## src/rtl/led_pwm_fader_pkg.sv

```systemverilog
// Shared definitions for the LED PWM fader: channel state encoding and the
// PWM full-scale derivation used by the top level and the channel FSMs.
package led_pwm_fader_pkg;

  typedef enum logic [1:0] {
    ST_OFF  = 2'd0,
    ST_RISE = 2'd1,
    ST_ON   = 2'd2,
    ST_FALL = 2'd3
  } chan_state_e;

  // Full-scale brightness level for a given counter width (2^bits - 1).
  function automatic int pwmMax(input int bits);
    return (1 << bits) - 1;
  endfunction

endpackage

```

## src/rtl/led_fade_channel.sv

```systemverilog
// One LED channel: holds the brightness level and ramps it one step per tick
// toward the requested state, or snaps straight there when fading is off.
module led_fade_channel
  import led_pwm_fader_pkg::*;
#(
  parameter int PWM_BITS = 8
) (
  input  logic                CLK,
  input  logic                RST_N,
  input  logic                tick,
  input  logic                target,
  input  logic                FADE_EN,
  output logic [PWM_BITS-1:0] level,
  output logic                busy
);

  localparam logic [PWM_BITS-1:0] LEVEL_MAX = {PWM_BITS{1'b1}};

  chan_state_e         state_q, state_d;
  logic [PWM_BITS-1:0] level_q, level_d;

  // Next level and state: a tick moves the level in the direction held by the
  // current state, so a request change seen on a tick cycle steers the next tick.
  always_comb begin
    state_d = state_q;
    level_d = level_q;
    if (!FADE_EN) begin
      level_d = target ? LEVEL_MAX : '0;
      state_d = target ? ST_ON : ST_OFF;
    end else begin
      unique case (state_q)
        ST_OFF: begin
          if (target) state_d = ST_RISE;
        end
        ST_RISE: begin
          if (tick && (level_q != LEVEL_MAX)) level_d = level_q + 1'b1;
          if (!target)                   state_d = (level_d == '0) ? ST_OFF : ST_FALL;
          else if (level_d == LEVEL_MAX) state_d = ST_ON;
        end
        ST_ON: begin
          if (!target) state_d = ST_FALL;
        end
        ST_FALL: begin
          if (tick && (level_q != '0)) level_d = level_q - 1'b1;
          if (target)             state_d = (level_d == LEVEL_MAX) ? ST_ON : ST_RISE;
          else if (level_d == '0) state_d = ST_OFF;
        end
        default: begin
          state_d = ST_OFF;
        end
      endcase
    end
  end

  // State and level registers, cleared to dark/idle on reset.
  always_ff @(posedge CLK or negedge RST_N) begin
    if (!RST_N) begin
      state_q <= ST_OFF;
      level_q <= '0;
    end else begin
      state_q <= state_d;
      level_q <= level_d;
    end
  end

  assign level = level_q;
  assign busy  = (state_q == ST_RISE) || (state_q == ST_FALL);

endmodule

```

## src/rtl/led_pwm_fader.sv

```systemverilog
// LED PWM fader top: shared PWM counter and step prescaler, two fading
// channels (red, green), registered active-low LED compares and BUSY flag.
module led_pwm_fader
  import led_pwm_fader_pkg::*;
#(
  parameter int PWM_BITS         = 8,
  parameter int FADE_STEP_CYCLES = 23529
) (
  input  logic CLK,
  input  logic RST_N,
  input  logic REQ_RED_N,
  input  logic REQ_GREEN_N,
  input  logic FADE_EN,
  output logic LED_RED,
  output logic LED_GREEN,
  output logic BUSY
);

  localparam logic [PWM_BITS-1:0] PWM_LAST = PWM_BITS'(pwmMax(PWM_BITS) - 1);
  localparam int                  PRE_W    = (FADE_STEP_CYCLES > 1) ? $clog2(FADE_STEP_CYCLES) : 1;
  localparam logic [PRE_W-1:0]    PRE_LAST = PRE_W'(FADE_STEP_CYCLES - 1);

  logic [PWM_BITS-1:0] pwmCnt_q, pwmCnt_d;
  logic [PRE_W-1:0]    prescale_q, prescale_d;
  logic                ledRed_q, ledRed_d;
  logic                ledGreen_q, ledGreen_d;
  logic                busy_q, busy_d;
  logic                tick;
  logic [PWM_BITS-1:0] levelRed, levelGreen;
  logic                busyRed, busyGreen;

  assign tick = (prescale_q == PRE_LAST);

  led_fade_channel #(.PWM_BITS(PWM_BITS)) u_red (
    .CLK     (CLK),
    .RST_N   (RST_N),
    .tick    (tick),
    .target  (~REQ_RED_N),
    .FADE_EN (FADE_EN),
    .level   (levelRed),
    .busy    (busyRed)
  );

  led_fade_channel #(.PWM_BITS(PWM_BITS)) u_green (
    .CLK     (CLK),
    .RST_N   (RST_N),
    .tick    (tick),
    .target  (~REQ_GREEN_N),
    .FADE_EN (FADE_EN),
    .level   (levelGreen),
    .busy    (busyGreen)
  );

  // Counter wrap points and the PWM compare; the counter never reaches full
  // scale, so a full-scale level stays lit for the whole period.
  always_comb begin
    pwmCnt_d   = (pwmCnt_q == PWM_LAST) ? '0 : pwmCnt_q + 1'b1;
    prescale_d = tick ? '0 : prescale_q + 1'b1;
    ledRed_d   = ~(pwmCnt_q < levelRed);
    ledGreen_d = ~(pwmCnt_q < levelGreen);
    busy_d     = busyRed | busyGreen;
  end

  // Counters and output registers; LEDs dark and BUSY low while in reset.
  always_ff @(posedge CLK or negedge RST_N) begin
    if (!RST_N) begin
      pwmCnt_q   <= '0;
      prescale_q <= '0;
      ledRed_q   <= 1'b1;
      ledGreen_q <= 1'b1;
      busy_q     <= 1'b0;
    end else begin
      pwmCnt_q   <= pwmCnt_d;
      prescale_q <= prescale_d;
      ledRed_q   <= ledRed_d;
      ledGreen_q <= ledGreen_d;
      busy_q     <= busy_d;
    end
  end

  assign LED_RED   = ledRed_q;
  assign LED_GREEN = ledGreen_q;
  assign BUSY      = busy_q;

endmodule

```

## config.mk

```make
export PLATFORM = sky130hd
export DESIGN_NAME = led_pwm_fader
export DESIGN_NICKNAME = d
export VERILOG_FILES = /design/src/rtl/led_pwm_fader_pkg.sv /design/src/rtl/led_fade_channel.sv /design/src/rtl/led_pwm_fader.sv
export SDC_FILE = /design/constraint.sdc
export NUM_CORES = 1
export LEC_CHECK = 0
export ABC_AREA = 1
export CAP_MARGIN = 15
export CORE_ASPECT_RATIO = 1.5
export CORE_MARGIN = 3
export CORE_UTILIZATION = 25
export DETAILED_ROUTE_END_ITERATION = 8
export GPL_ROUTABILITY_DRIVEN = 0
export PLACE_DENSITY = 0.45
export SLEW_MARGIN = 20
export SYNTH_ARGS = -nofsm -noshare
export SYNTH_HDL_FRONTEND = slang
export SYNTH_HIERARCHICAL = 1
export SYNTH_SLANG_ARGS = --single-unit
```

## constraint.sdc

```tcl
create_clock -name CLK -period 2.8 [get_ports CLK]
set_input_delay 0.7 -clock CLK [delete_from_list [all_inputs] [get_ports CLK]]
set_output_delay 0.7 -clock CLK [all_outputs]
set_load 0.01 [all_outputs]
```

# --- After elaboration in Yosys (flattened, before gate mapping) ---
# Cells that the tools add are included.
# W data, S select, Z words.
totals:
  ff_bits: 46
  latch_bits: 0
  ramBits: 0
  rom_bits: 0
  in_bits: 5
  out_inout_bits: 3
  wordCells: 102
  memories: 0
classes:
  add_sub_neg: 6
  mul: 0
  n_div: 0
  order_cmp: 2
  n_eq_ne: 24
  shifts: 0
  n_mux: 42
  bitwise: 3
  n_reduce_logical: 16
op_table:
  columns: ["cell", "n"]
  rows:
  - ["$mux W8", 17]
  - ["$eq A8 B8 Y1 const B", 5]
  - ["$mux W2", 20]
  - ["$logic_not A8 Y1", 4]
  - ["$pmux W8 S2", 2]
  - ["$add A8 B1 Y8 const B", 3]
  - ["$lt A8 B8 Y1", 2]
  - ["$ne A4 B3 Y1 const B", 4]
  - ["$ne A8 B8 Y1 const B", 2]
  - ["$pmux W2 S4", 2]
  - ["$reduce_bool A8 Y1", 2]
  - ["$sub A8 B1 Y8 const B", 2]
  - ["$add A15 B1 Y15 const B", 1]
  - ["$eq A15 B15 Y1 const B", 1]
  - ["$mux W15", 1]
  - ["$ne A3 B3 Y1 const B", 4]
  - ["$eq A2 B2 Y1 const B", 4]
  - ["$reduce_and A4 Y1", 2]
  - ["$ne A3 B1 Y1 const B", 2]
  - ["$eq A2 B1 Y1 const B", 2]
  - ["$logic_and A1 B1 Y1", 4]
  - ["$logic_not A2 Y1", 2]
  - ["$logic_or A1 B1 Y1", 2]
  - ["$not A1 Y1", 2]
  - ["$or A1 B1 Y1", 1]

# --- Logic depth before layout (Yosys ltp) ---
depth:
  word_depth: 10
  depth_mapped: 22
  mapped_depth_nobuf: 22

# --- Cells and area by module ---
# Netlist, hierarchy kept.
by_module_without_submodules:
  columns: ["mod", "instances", "cells_per_inst", "area_each_um2", "seq_area_each_um2"]
  rows:
  - ["led_fade_channel", 2, 222, 1310.0, 250.2]
  - ["led_pwm_fader", 1, 244, 1746.7, 653.1]

# --- Worst setup path after synthesis ---
# OpenSTA, ideal clock, no wires.
synth_path:
  kind: "register to register"
  startpoint: "register prescale_q[0]"
  endpoint: "register u_green.state_q[0]"
  setup_time_ps: 117
  arrival_time_ps: 2151
  t_required_ps: 2683
  setup_slack_ps: 532
  path_stages_with_launch: 19
  path_buffers: 1
  synth_period_minus_slack_ps: 2268
  path_cell_list: "dfrtp_1 > inv_1 > ha_1 > nand2_1 > inv_1 > nand2_1 > nor2_1 > nand2_1 > inv_2 > buf_2 > o21ai_4 > o21ai_1 > nand3_1 > nor2_1 > a21oi_1 > o21ai_2 > inv_2 > nand2_1 > nand2_1"
synth_via:
  elab_chain_cells: 10
  elab_cells_between_ends: 22
  classes_between: "eq/ne (5); mux (12); reduce/logical (5)"
synth_rtl:
  columns: ["element", "line", "text"]
  rows:
  - ["start, declared", "led_pwm_fader.sv:24", "logic [PRE_W-1:0] prescale_q, prescale_d;"]
  - ["start signal, assigned", "led_pwm_fader.sv:74", "prescale_q <= prescale_d;"]
  - ["$eq A15 B15 Y1 (*)", "led_pwm_fader.sv:32", "assign tick = (prescale_q == PRE_LAST);"]
  - ["named net tick", "led_pwm_fader.sv:28", "logic tick;"]
  - ["$logic_and A1 B1 Y1 (on tied branches)", "led_fade_channel.sv:44, led_fade_channel.sv:36", null]
  - ["$mux W8 (on tied branches)", "led_fade_channel.sv:44, led_fade_channel.sv:36", null]
  - ["$mux W8", "led_fade_channel.sv:31", "unique case (state_q)"]
  - ["$mux W8", "led_fade_channel.sv:27", "if (!FADE_EN) begin"]
  - ["$eq A8 B8 Y1 or $logic_not A8 Y1 (tied branches)", "led_fade_channel.sv:45, led_fade_channel.sv:37", null]
  - ["$mux W2 (on tied branches) (2 in series)", "led_fade_channel.sv:45, led_fade_channel.sv:37", null]
  - ["$pmux W2 S4", "led_fade_channel.sv:31", null]
  - ["$mux W2", "led_fade_channel.sv:27", null]
  - ["end signal, assigned", "led_fade_channel.sv:61", "state_q <= state_d;"]
  - ["end, declared", "led_fade_channel.sv:19", "chan_state_e state_q, state_d;"]
# The timed path passes the listed nets; every way through them passes the cells marked *. The select of a mux whose other input is x is not followed.
# A chain may end at the register's enable or synchronous reset.

# --- Worst setup path in the final report ---
layout_path:
  startpoint: "register prescale_q[0]"
  endpoint: "register u_red.state_q[0]"
layout_via:
  elab_chain_cells: 10
  elab_cells_between_ends: 22
  classes_between: "eq/ne (5); mux (12); reduce/logical (5)"
layout_rtl:
  columns: ["element", "line"]
  rows:
  - ["$eq A15 B15 Y1 (*)", "led_pwm_fader.sv:32"]
  - ["named net tick", "led_pwm_fader.sv:28"]
  - ["$logic_and A1 B1 Y1 (on tied branches)", "led_fade_channel.sv:44, led_fade_channel.sv:36"]
  - ["$mux W8 (on tied branches)", "led_fade_channel.sv:44, led_fade_channel.sv:36"]
  - ["$mux W8", "led_fade_channel.sv:31"]
  - ["$mux W8", "led_fade_channel.sv:27"]
  - ["$eq A8 B8 Y1 or $logic_not A8 Y1 (tied branches)", "led_fade_channel.sv:45, led_fade_channel.sv:37"]
  - ["$mux W2 (on tied branches) (2 in series)", "led_fade_channel.sv:45, led_fade_channel.sv:37"]
  - ["$pmux W2 S4", "led_fade_channel.sv:31"]
  - ["$mux W2", "led_fade_channel.sv:27"]
  - ["end signal, assigned", "led_fade_channel.sv:61"]
  - ["end, declared", "led_fade_channel.sv:19"]
# Marked as above.

==> out/metrics.csv <==
stage,metric,value,unit
logic_synthesis,postSynth.asyncResetShare,100,%
clock_network,cts_hold_buffers,0,
place,dp_hpwl,9.94,mm
sta,rsz0062_at_grt,no,
clock_network,clk_latency,0.30,ns
logic_synthesis,syn_nets,715,
worst_setup_path,regToRegStartpoint,prescale_q[0],
logic_synthesis,synth.area.top_cells,"dfrtp_1 25%, nand2_1 19%, inv_1 7.6%",
floorplan,start_util,25.7,%
sta,fmax,416,MHz
sta,slew_headroom,56.3,%
logic_synthesis,syn_inst,688,
power_and_ir_drop,p_clk_share,16.7,%
worst_setup_path,worstSetupStartpointType,flip-flop,
worst_setup_path,crit_type,reg -> reg,
detailed_routing,top_layer,met4,
worst_setup_path,crit_required,3.00,ns
detailed_routing,drc,0,
logic_synthesis,synth_top_cells_by_count,"220 x nand2_1, 88 x inv_1, 77 x nor2_1",
detailed_routing,dr_wl_met2,6.90,mm
clock_network,clk_pin_slew_worst_paths,0.08,ns
hold_path,hp-class,reg -> reg,
layout,antenna_cells,0,
power_and_ir_drop,p_leak,2.49,nW
floorplan,die_area,19100,um^2
worst_setup_path,endpoint_kind,flip-flop,
logic_synthesis,yosysWarnings,6,
worst_setup_path,path_max_fanout,11,
floorplan,die_w,114,um
sta,hold_violations,0,
clock_network,cts-buffers-inserted,5,
run_status,run_status,finished clean,
floorplan,io_pins,8,
power_and_ir_drop,internal_power,0.00191,W
global_route,grt_pass1_vias,4248,
global_route,track_usage,13.6,%
worst_setup_path,regToRegSetupSlack,0.40,ns
logic_synthesis,synth_edf_count,0,
logic_synthesis,synth_most_common_cell,nand2_1,
layout,utilization,28.5,%
sta,finalSetupTns,0,ns
worst_setup_path,worstSetupStartpoint,prescale_q[0],
detailed_routing,wl_per_cell,13.8,um
sta,setup_viol,0,
logic_synthesis,syn_avg_cell_area,6.35,um^2
worst_setup_path,endpoint,u_red/state_q[0],
detailed_routing,via_count,4227,
power_and_ir_drop,power_density,817,nW/um^2
power_and_ir_drop,p_comb_share,52.4,%
clock_network,cts_resized,0,
logic_synthesis,synth_area,4370,um^2
logic_synthesis,seq_area_frac_synth,26.4,%
sta,min_period,2.40,ns
floorplan,core_area,17000,um^2
global_route,grt_max_degree,47,
sta,fin_crit_sh,85.8,%
detailed_routing,drt-met1-wl,4.97,mm
sta,fin_skew,0.00990,ns
clock_network,post_cts_buffers,0,
power_and_ir_drop,swShare,51.6,%
sta,tightestPinTransition,0.655,ns
run,cap_violations,0,
worst_setup_path,r2r_cells,18,
detailed_routing,routed_wl,12.5,mm
layout,final_nets,723,
detailed_routing,via_per_inst,4.66,
place,io_buffer_count,7,
worst_setup_path,cp.arrival,2.60,ns
logic_synthesis,synth_flop_cell,dfrtp_1,
logic_synthesis,ys_ff_latch,46,
detailed_routing,dr.pass1.iters,4,
clock_network,clock_path_buffers,2,
detailed_routing,ant_nets,0,
global_route,antenna_found_initial,0,
global_route,overflow,0,
place,dpl_cell_area,4680,um^2
detailed_routing,first_iter_violations,230,
clock_network,clock-sinks,46,
logic_synthesis,synth_cell_type_count,35,
clock_network,cts_tree,done,
layout,layout-drive-gt1-share,10.6,%
power_and_ir_drop,power_switching,0.00204,W
clock_network,root_buffer,clkbuf_16,
layout,layout-area-overhead-vs-synth,10.7,%
sta,slew_violations,0,
worst_setup_path,reg2reg_to,u_red/state_q[0],
global_route,grt_pass1_wl,20.8,mm
power_and_ir_drop,pwr-share-seq,31.0,%
layout,final_area,4830,um^2
power_and_ir_drop,vdd_drop_max,0.314,mV
layout,nFillCells,1970,
floorplan,dieHeight,168,um
clock_network,cts_max_level,2,
logic_synthesis,synth_top_area_share,25.2,%
logic_synthesis,yosys.area.top_type,dfrtp_1,
floorplan,placementRows,58,
power_and_ir_drop,power.total,0.00395,W
detailed_routing,dr_wl_met3,232,um
layout by cell type, fill, tap and decap left out, types with 8 or more instances in the layout:
cell       instances
dfrtp_1           44
nand2_1          220
ha_1              22
nor2_1            77
inv_1             88
nand4_1           20
o211ai_1           8
nand3_1           55
a2bb2oi_1          8
a21oi_1           25
nand2_2           13
o21ai_0           18
nor2_2             8
xor2_1            12
buf_4             10
nor3_1             8
sequential cells by signal, summed over array words and instances (netlist names):
signal	cells
u_red/level	8
u_green/level	8
prescale_q	15
pwmCnt_q	8
LED_RED	1
u_green/state_q	2
LED_GREEN	1
BUSY	1
u_red/state_q	2
through the flow:
step	worst slack [ns]	instances	hold WS (ns)
after global placement	0.391	899	0.470
after floorplan	0.532	688	0.404
final	0.397	907	0.491
after detailed placement	0.389	899	0.483
after CTS	0.374	907	0.494
after global routing	0.0748	907	0.514
critical path, stage by stage, from the launching register on:
cell	delay, ns
dfrtp_1	0.41
inv_1	0.07
ha_1	0.16
nand2_1	0.05
inv_1	0.05
nand2_1	0.05
nor2_1	0.10
nand2_1	0.11
inv_2	0.11
buf_4	0.23
o21ai_4	0.11
o21ai_1	0.25
nand3_1	0.11
nor2_1	0.14
a21oi_1	0.10
o21ai_2	0.13
inv_2	0.04
nand2_1	0.04
nand2_1	0.04
worst min-delay path by stage:
stage | start | endpoint | slack (ns) | cells after the start
2_1_floorplan | RST_N | BUSY | 0.40 | 0
3_3_place_gp | prescale_q[0] | prescale_q[0] | 0.47 | 1
3_5_place_dp | prescale_q[0] | prescale_q[0] | 0.48 | 1
4_1_cts | prescale_q[0] | prescale_q[0] | 0.49 | 1
5_1_grt | prescale_q[0] | prescale_q[0] | 0.51 | 1
6_report | prescale_q[0] | prescale_q[0] | 0.49 | 1
metal layers:
layer | vias up | GRT usage (%)
met1 | 1935 | 14.8
met3 | 24 | 1.80
li1 | 2205 | -
met5 | - | 0
met2 | 63 | 25.9
met4 | 0 | 5.37
cells by family after synthesis:
kind of cell / synth area share [%]
simple gates: 43.2
buf+inv: 10.5
compound gates: 11.0
flops: 26.4
fa+ha+maj: 6.30
xor+xnor: 2.61
power groups by stage:
stage,Clock (W),Sequential [W],Combinational (W)
floorplan,0,0.00101,0.00173
global placement,0,0.00126,0.00211
detailed placement,0,0.00125,0.00209
CTS,0.000696,0.00123,0.00210
global route,0.000707,0.00128,0.00239
finish,0.000658,0.00122,0.00207
final cells by class:
type                       instances  area (um^2)  area share (%)
clock buffer                       5          125            2.59
clock inverter                     3         28.8           0.595
inverter                          97          369            7.64
multi-input combinational        529         2750            57.0
sequential                        46         1150            23.9
tap                              210          263            5.44
timing repair buffer              17          140            2.90
Power figures use the tool's default switching activity.
